===== config.mk =====
export PLATFORM = sky130hd
export DESIGN_NAME = mmc_cmd_scheduler
export DESIGN_NICKNAME = d
export VERILOG_FILES = /design/src/rtl/mmc_cmd_scheduler.sv
export SDC_FILE = /design/constraint.sdc
export NUM_CORES = 1
export LEC_CHECK = 0
export CORE_MARGIN = 8
export CORE_UTILIZATION = 39
export DETAILED_ROUTE_END_ITERATION = 12
export PLACE_DENSITY = 0.85
export SLEW_MARGIN = 40
export SYNTH_ARGS = -nofsm -noshare
export SYNTH_HDL_FRONTEND = slang
export SYNTH_SLANG_ARGS = --single-unit

===== constraint.sdc =====
create_clock -name iCLOCK -period 3.4 [get_ports iCLOCK]
set_clock_uncertainty 0.1 [all_clocks]
set_input_delay 0.34 -clock iCLOCK [delete_from_list [all_inputs] [get_ports iCLOCK]]
set_output_delay 0.34 -clock iCLOCK [all_outputs]
set_load 0.02 [all_outputs]

===== src/rtl/mmc_cmd_scheduler.sv =====
// Sector-request scheduler sharing the MMC SPI byte layer between the CMD17 read and CMD24 write engines.
// Optional watchdog abort path is compiled in when MMC_SCHED_TIMEOUT_EN is defined.
module mmc_cmd_scheduler #(
    parameter logic [31:0] TIMEOUT_CYCLES = 32'd10_000_000
) (
    input  logic        iCLOCK,
    input  logic        iRESET_SYNC,
    input  logic        iCONF_HC,
    input  logic        iREQ_VALID,
    output logic        oREQ_READY,
    input  logic        iREQ_WRITE,
    input  logic [31:0] iREQ_SECTOR,
    output logic        oDONE,
    output logic        oDONE_ERR,
    output logic        oRD_START,
    output logic        oWR_START,
    output logic [31:0] oENG_ADDR,
    input  logic        iRD_END,
    input  logic        iWR_END,
    output logic        oENG_RESET,
    input  logic        iRD_MMC_REQ,
    input  logic        iRD_MMC_CS,
    input  logic [7:0]  iRD_MMC_DATA,
    input  logic        iWR_MMC_REQ,
    input  logic        iWR_MMC_CS,
    input  logic [7:0]  iWR_MMC_DATA,
    output logic        oRD_MMC_BUSY,
    output logic        oWR_MMC_BUSY,
    output logic        oRD_MMC_VALID,
    output logic        oWR_MMC_VALID,
    output logic        oMMC_REQ,
    output logic        oMMC_CS,
    output logic [7:0]  oMMC_DATA,
    input  logic        iMMC_BUSY,
    input  logic        iMMC_VALID
);

    typedef enum logic [2:0] {
        IDLE,
        DISPATCH,
        RUN,
        ABORT,
        DONE
    } state_t;

    state_t      state_q, state_d;
    logic        owner_q, owner_d;
    logic [31:0] addr_q, addr_d;
    logic        ownerEnd;
    logic        muxActive;

`ifdef MMC_SCHED_TIMEOUT_EN
    logic [31:0] cnt_q, cnt_d;
    logic        err_q, err_d;
`endif

    always_ff @(posedge iCLOCK) begin
        if (iRESET_SYNC) begin
            state_q <= IDLE;
            owner_q <= 1'b0;
            addr_q  <= 32'h0;
`ifdef MMC_SCHED_TIMEOUT_EN
            cnt_q   <= 32'h0;
            err_q   <= 1'b0;
`endif
        end else begin
            state_q <= state_d;
            owner_q <= owner_d;
            addr_q  <= addr_d;
`ifdef MMC_SCHED_TIMEOUT_EN
            cnt_q   <= cnt_d;
            err_q   <= err_d;
`endif
        end
    end

    assign ownerEnd = owner_q ? iWR_END : iRD_END;

    always_comb begin
        state_d    = state_q;
        owner_d    = owner_q;
        addr_d     = addr_q;
        oREQ_READY = 1'b0;
        oDONE      = 1'b0;
        oDONE_ERR  = 1'b0;
        oRD_START  = 1'b0;
        oWR_START  = 1'b0;
        oENG_RESET = 1'b0;
`ifdef MMC_SCHED_TIMEOUT_EN
        cnt_d      = cnt_q;
        err_d      = err_q;
`endif
        case (state_q)
            IDLE: begin
                oREQ_READY = 1'b1;
                if (iREQ_VALID) begin
                    owner_d = iREQ_WRITE;
                    // Byte-addressed cards take sector*512; upper sector bits fall off.
                    addr_d  = iCONF_HC ? iREQ_SECTOR : {iREQ_SECTOR[22:0], 9'h0};
`ifdef MMC_SCHED_TIMEOUT_EN
                    err_d   = 1'b0;
`endif
                    state_d = DISPATCH;
                end
            end
            DISPATCH: begin
                oRD_START = ~owner_q;
                oWR_START = owner_q;
`ifdef MMC_SCHED_TIMEOUT_EN
                cnt_d     = 32'h0;
`endif
                state_d   = RUN;
            end
            RUN: begin
                if (ownerEnd) begin
                    state_d = DONE;
                end
`ifdef MMC_SCHED_TIMEOUT_EN
                else if (cnt_q == TIMEOUT_CYCLES - 32'd1) begin
                    state_d = ABORT;
                end else begin
                    cnt_d = cnt_q + 32'd1;
                end
`endif
            end
            ABORT: begin
`ifdef MMC_SCHED_TIMEOUT_EN
                oENG_RESET = 1'b1;
                err_d      = 1'b1;
`endif
                state_d    = DONE;
            end
            DONE: begin
                oDONE     = 1'b1;
`ifdef MMC_SCHED_TIMEOUT_EN
                oDONE_ERR = err_q;
`endif
                state_d   = IDLE;
            end
            default: state_d = IDLE;
        endcase
    end

    assign oENG_ADDR = addr_q;
    assign muxActive = (state_q == DISPATCH) || (state_q == RUN);

    // Byte-layer mux is purely combinational so the owning engine sees no extra latency.
    always_comb begin
        oMMC_REQ      = 1'b0;
        oMMC_CS       = 1'b1;
        oMMC_DATA     = 8'hFF;
        oRD_MMC_BUSY  = 1'b1;
        oWR_MMC_BUSY  = 1'b1;
        oRD_MMC_VALID = 1'b0;
        oWR_MMC_VALID = 1'b0;
        if (muxActive) begin
            if (owner_q) begin
                oMMC_REQ      = iWR_MMC_REQ;
                oMMC_CS       = iWR_MMC_CS;
                oMMC_DATA     = iWR_MMC_DATA;
                oWR_MMC_BUSY  = iMMC_BUSY;
                oWR_MMC_VALID = iMMC_VALID;
            end else begin
                oMMC_REQ      = iRD_MMC_REQ;
                oMMC_CS       = iRD_MMC_CS;
                oMMC_DATA     = iRD_MMC_DATA;
                oRD_MMC_BUSY  = iMMC_BUSY;
                oRD_MMC_VALID = iMMC_VALID;
            end
        end
    end

endmodule


==> results_dict.tcl, run 1 <==
set metrics [dict create \
    status "finished, final reports clean" \
    fin_crit_ns 2.74 \
    vias_per_cell 5.14 \
    postCtsSetupBuffers 0 \
    finalHoldViolCount 0 \
    gp_congestion 0.808 \
    portBuffers 110 \
    die_w_um 83.5 \
    crit_path_start_kind "flip-flop" \
    synth.avg_cell_area_um2 9.26 \
    synth.top_cell.area_share_pct 40.5 \
    final_area_um2 2940 \
    cts_hold_buf 0 \
    cts.sinks 36 \
    synth_fa_ha_area_share_pct 0 \
    fin_util_pct 67.0 \
    powerDensity_nw_per_um2 406 \
    clk_latency_ns 0.28 \
    synth.area.mux_share_pct 12.9 \
    grt_antenna_before_repair 0 \
    ir_drop_v 0.000262 \
    grt_start_max_net_pins 57 \
    n_fill_cell 376 \
    setup_viol 0 \
    num_vias 1769 \
    seq_area_frac_synth_pct 40.5 \
    drive_gt1_share_pct 7.88 \
    cts_resized 0 \
    arrival_ns 2.30 \
    synth-xor-area-share_pct 0.493 \
    synth_most_common_cell "dfxtp_1" \
    worstSetupPathType "reg2out" \
    dp_cells 337 \
    ys_async_sr_fraction_pct 0 \
    end_kind "output pin" \
    tightest_slew_ns 0.602 \
    synth_cells 192 \
    yosys_warnings 0 \
    ys.flop_type "dfxtp_1" \
    hpwl_mm 4.80 \
    nets 353 \
    synth_compound_area_share_pct 20.9 \
    slew_violations 0 \
    first_iter_violations 52 \
    core_area_um2 4380 \
    fmax_ghz 0.365 \
    synth.largest_area_cell "dfxtp_1" \
    synth_commonest_cells "dfxtp_1 (36), nor2_1 (27), mux2i_1 (23)" \
    cts.reportedPaths.clkPinSlew_ns 0.07 \
    yosys.area_share.simple_pct 16.8 \
    clock_path_buffers 2 \
    dieArea_um2 6980 \
    synthTopCellsByArea "dfxtp_1 (41%), mux2i_1 (13%), a211oi_2 (7.0%)" \
    tns_ns 0 \
    fin_crit_sh_pct 80.5 \
    total_power_mw 1.19 \
    initial_utilization_pct 40.6 \
    grt_overflow_total 0 \
    drtPass1Iterations 4 \
    rsz0062_at_grt "false" \
    maxSlewHeadroom_pct 59.8 \
    drcViolationCount 0 \
    synthDistinctLibCells 27 \
    grt_usage_pct 16.5 \
    ant_nets 0 \
    n_antenna_cell 0 \
    placed_area_um2 2840 \
    worstPathRequired_ns 2.96 \
    grt_pass1_vias 1829 \
    io_pins 113 \
    leakagePower_nw 1.11 \
    numCtsBuffers 5 \
    cap_viol_max_count 0 \
    hp-class "reg2reg" \
    crit_fanout 12 \
    cts-root-buf "clkbuf_8" \
    synth_top_family_by_area "compound AO/OA/AOI/OAI gates" \
    wire_per_inst_um 17.5 \
    syn-cell-area_um2 1780 \
    finalNonFillerCells 344 \
    cts_tree "yes" \
    core.rowCount 24 \
    area_delta_synth_final_pct 65.2 \
    finalWirelength_mm 6.02 \
    synth_edf_count 0 \
    h-tree-depth 2 \
    die_h_um 83.5 \
    grt_pass1_wl_mm 9.34 \
    synth_seq_cells 36 \
]
final timing paths:
check	slack (ns)	startpoint	depth (start not counted)	endpoint
worst min register to register	0.35	oENG_ADDR[4]$_SDFFE_PP0P_	2	oENG_ADDR[4]$_SDFFE_PP0P_
worst max-delay path	0.66	state_q[0]$_SDFFE_PP0P_	4	oWR_MMC_BUSY
worst min-delay path	0.35	oENG_ADDR[4]$_SDFFE_PP0P_	2	oENG_ADDR[4]$_SDFFE_PP0P_
worst max register to register	1.64	state_q[0]$_SDFFE_PP0P_	4	oENG_ADDR[16]$_SDFFE_PP0P_
logic make-up after synthesis:
logic type	count (synthesis)
compound gates	45
xor+xnor	1
buf+inv	25
flops	36
mux	23
other cells	1
simple gates	61
placed cells by master (no fill, tap or decap):
| master | synthesis | layout |
|---|---|---|
| nand3_1 | 10 | 10 |
| inv_1 | 4 | 4 |
| o21ai_0 | 1 | 1 |
| conb_1 | 1 | 2 |
| nor4b_4 | 1 | 1 |
| mux2i_1 | 23 | 23 |
| nor4b_1 | 1 | 1 |
| nor2b_1 | 2 | 2 |
| nor3_1 | 2 | 2 |
| o22ai_1 | 1 | 1 |
| a211oi_2 | 10 | 10 |
| o22a_1 | 9 | 9 |
| nand3b_1 | 2 | 2 |
| nand2_1 | 12 | 12 |
| or2_2 | 2 | 2 |
| nor4bb_1 | 1 | 1 |
| dfxtp_1 | 36 | 36 |
| nor2_1 | 27 | 27 |
| a211oi_1 | 13 | 13 |
| xor2_1 | 1 | 1 |
| a211o_1 | 1 | 1 |
| or4b_1 | 1 | 1 |
| clkdlybuf4s50_1 | 0 | 110 |
| buf_4 | 4 | 3 |
| clkbuf_8 | 0 | 7 |
| a21oi_1 | 10 | 10 |
per-stage QoR:
step                      setup slack [ns]  hold WS [ns]
after floorplan                       1.65         0.376
after global placement                1.02         0.338
after detailed placement             0.969         0.346
after CTS                            0.649         0.355
after global routing                 0.487         0.376
final                                0.662         0.353
layer usage:
metal / GRT usage, % / vias up / share of wire, %
li1: - / 878 / -
met1: 16.8 / 818 / 40
met2: 30.7 / 69 / 52
met3: 5.66 / 4 / 6.9
met4: 5.18 / 0 / 1.2
met5: 0 / - / 0
registers in the layout (all words and copies together), names as in the netlist:
name / cells
oENG_ADDR: 32
owner_q: 1
state_q: 3
worst max-delay path, cell delays in order, from the launching register on:
cell	delay [ns]
dfxtp_1	0.50
xor2_1	0.23
nand3_1	0.35
or2_2	0.40
clkdlybuf4s50_1	0.54
where the power goes:
| group | internal (mW) | switching (mW) |
|---|---|---|
| Sequential | 0.458 | 0.0224 |
| Combinational | 0.200 | 0.187 |
| Clock | 0.180 | 0.145 |
area by class of cell:
cell class	count	area, um^2	share of cell area, %
clock buffers	7	96.3	3.28
inverters	4	15.0	0.511
multi-input cells	132	917	31.2
flip-flops and latches	36	721	24.5
well taps	52	65.1	2.21
repair buffers	113	1120	38.2
(Power assumes the default switching activity.)
==> inputs of run 2 (changes only) <==
- CORE_UTILIZATION: 39 -> 33
- PLACE_DENSITY: 0.85 -> 0.77
- clock period: 3.4 -> 2.5 ns (I/O delays scaled with it)
==> run 2 against run 1 <==
Compared with the run above:
- die area rose by 15%
- sequential power grew 35%
- register-to-register slack got worse by 0.79 ns
- sequential cell count did not move
- core utilization shrank 8.6 points
- cell count is 7.0% higher
- global-route usage shrank 1.6 points
- clock power increased by 28%
- non-clock buffer count up 5
- critical path type unchanged
- largest power group unchanged
- highest routed layer unchanged
==> results_dict.tcl, run 2 (same netlist as run 1, synthesis figures left out) <==
set metrics [dict create \
    grt_start_max_net_pins 36 \
    cts.reportedPaths.clkPinSlew_ns 0.06 \
    ant_nets 0 \
    grt_antenna_before_repair 0 \
    maxSlewHeadroom_pct 49.8 \
    powerDensity_nw_per_um2 537 \
    dieArea_um2 7990 \
    drive_gt1_share_pct 9.73 \
    crit_path_start_kind "flip-flop" \
    dp_cells 358 \
    final_cell_mix "clkdlybuf4s50_1 (109), dfxtp_1 (36), nor2_1 (27)" \
    rsz0062_at_grt "false" \
    hpwl_mm 4.87 \
    worstSetupPathType "reg2out" \
    finalHoldViolCount 0 \
    die_h_um 89.4 \
    core_area_um2 5140 \
    path_delay_family "buffers and inverters" \
    finalNonFillerCells 368 \
    p_int_mw 1.13 \
    leakagePower_nw 1.14 \
    end_kind "output pin" \
    num_vias 1741 \
    cp_slowest_cell "clkdlybuf4s50_1" \
    cts.sinks 36 \
    regToRegSetupSlack_ns 0.85 \
    power_frac_clock_pct 25.8 \
    finalWirelength_mm 6.15 \
    met1_usage_pct 16.6 \
    fin_crit_ns 2.39 \
    drtPass1Iterations 7 \
    grt_usage_pct 15.0 \
    n_antenna_cell 0 \
    area_delta_synth_final_pct 69.0 \
    crit_fanout 6 \
    grt_overflow_total 0 \
    initial_utilization_pct 34.6 \
    grt_pass1_wl_mm 9.15 \
    first_iter_violations 82 \
    p_comb_share_pct 33.9 \
    nets 358 \
    arrival_ns 2.04 \
    slew_violations 0 \
    switching_power_mw 0.480 \
    use_met2_pct 26.7 \
    placed_area_um2 2890 \
    cap_viol_max_count 0 \
    hp-class "reg2reg" \
    drcViolationCount 0 \
    vias_per_cell 4.73 \
    use_met3_pct 5.15 \
    core.rowCount 26 \
    ir_drop_v 0.000399 \
    clock_path_buffers 2 \
    max_stage_delay_ns 0.64 \
    gp_congestion 0.720 \
    path_cells "xor2_1, nand3b_1, buf_4, o22ai_1, clkdlybuf4s50_1" \
    busiest_layer "met2" \
    grt_pass1_vias 1781 \
    final_area_um2 3000 \
    cts-root-buf "clkbuf_8" \
    largest_reg_flops 32 \
    die_w_um 89.4 \
    io_pins 113 \
    swShare_pct 29.8 \
    preCtsSetupSlack_ns 0.330 \
    path_buf_inv 2 \
    wire_per_inst_um 16.7 \
    tightest_slew_ns 0.753 \
    tns_ns 0 \
    seqPwrFrac_pct 40.3 \
    cts_tree "yes" \
    timing.final.ws_setup_ns 0.106 \
    status "finished, final reports clean" \
    worstPathRequired_ns 2.15 \
    numCtsBuffers 5 \
    cts_hold_buf 0 \
    portBuffers 110 \
    clk_latency_ns 0.28 \
    fmax_ghz 0.418 \
    h-tree-depth 2 \
    final_common_cell "clkdlybuf4s50_1" \
    setup_viol 0 \
    fin_crit_sh_pct 95.8 \
]
-- run 2: cell count changes in the layout (fill, tap and decap cells not counted), sizes merged --
cell and change:
buf +6, clkbuf +1, clkdlybuf4s50 -1
-- run 2: timing repair --
item | in CTS | in global routing
hold endpoints to repair | 0 | 0
setup endpoints to repair | 0 | 13
gates resized for setup | 0 | 1
buffers inserted | 0 | 2
-- run 2: final timing paths --
path / from / end / depth (start not counted)
max: state_q[1]$_SDFFE_PP0P_ / oMMC_REQ / 5
min: oENG_ADDR[3]$_SDFFE_PP0P_ / oENG_ADDR[3]$_SDFFE_PP0P_ / 2
max reg2reg: state_q[0]$_SDFFE_PP0P_ / oENG_ADDR[2]$_SDFFE_PP0P_ / 4
min reg2reg: oENG_ADDR[3]$_SDFFE_PP0P_ / oENG_ADDR[3]$_SDFFE_PP0P_ / 2
-- run 2: area by class of cell --
class,instances,area [um^2]
fill,498,2140
sequential,36,721
clock buffer,8,90.1
timing repair buffer,118,1170
tap,70,87.6
multi-input combinational,132,922
inverter,4,15.0
-- run 2: stage by stage --
step / power, mW / util (%) / hold slack [ns]
2_1_floorplan: 0.945 / - / 0.286
3_3_place_gp: 1.20 / 56.3 / 0.340
3_5_place_dp: 1.20 / 56.3 / 0.344
4_1_cts: 1.62 / 58.1 / 0.354
5_1_grt: 1.70 / 58.4 / 0.373
6_report: 1.61 / 58.4 / 0.351
-- run 2: metal layers --
layer	vias to the layer above	wire, um	part of all wire (%)
li1	890	-	-
met1	786	2530	41
met2	61	3130	51
met3	4	430	7.0
met4	0	56	0.91
met5	-	0	0
-- run 2: worst min-delay path, stage by stage (launching register included) --
cell	delay [ns]
dfxtp_1	0.31
nand2_1	0.05
a21oi_1	0.05
-- run 2: power groups by stage --
stage                     registers [mW]  clock network, mW  logic (mW)
after CTS                          0.649              0.430       0.545
after detailed placement           0.661                  0       0.542
after global routing               0.655              0.462       0.584
final                              0.649              0.416       0.547
after floorplan                    0.714                  0       0.231
after global placement             0.661                  0       0.535
==> inputs of run 3 (changes only) <==
- TNS_END_PERCENT: unset -> 10
==> results of run 3 <==
Same layout as run 2: the final DEF is identical, and so are final timing and power.
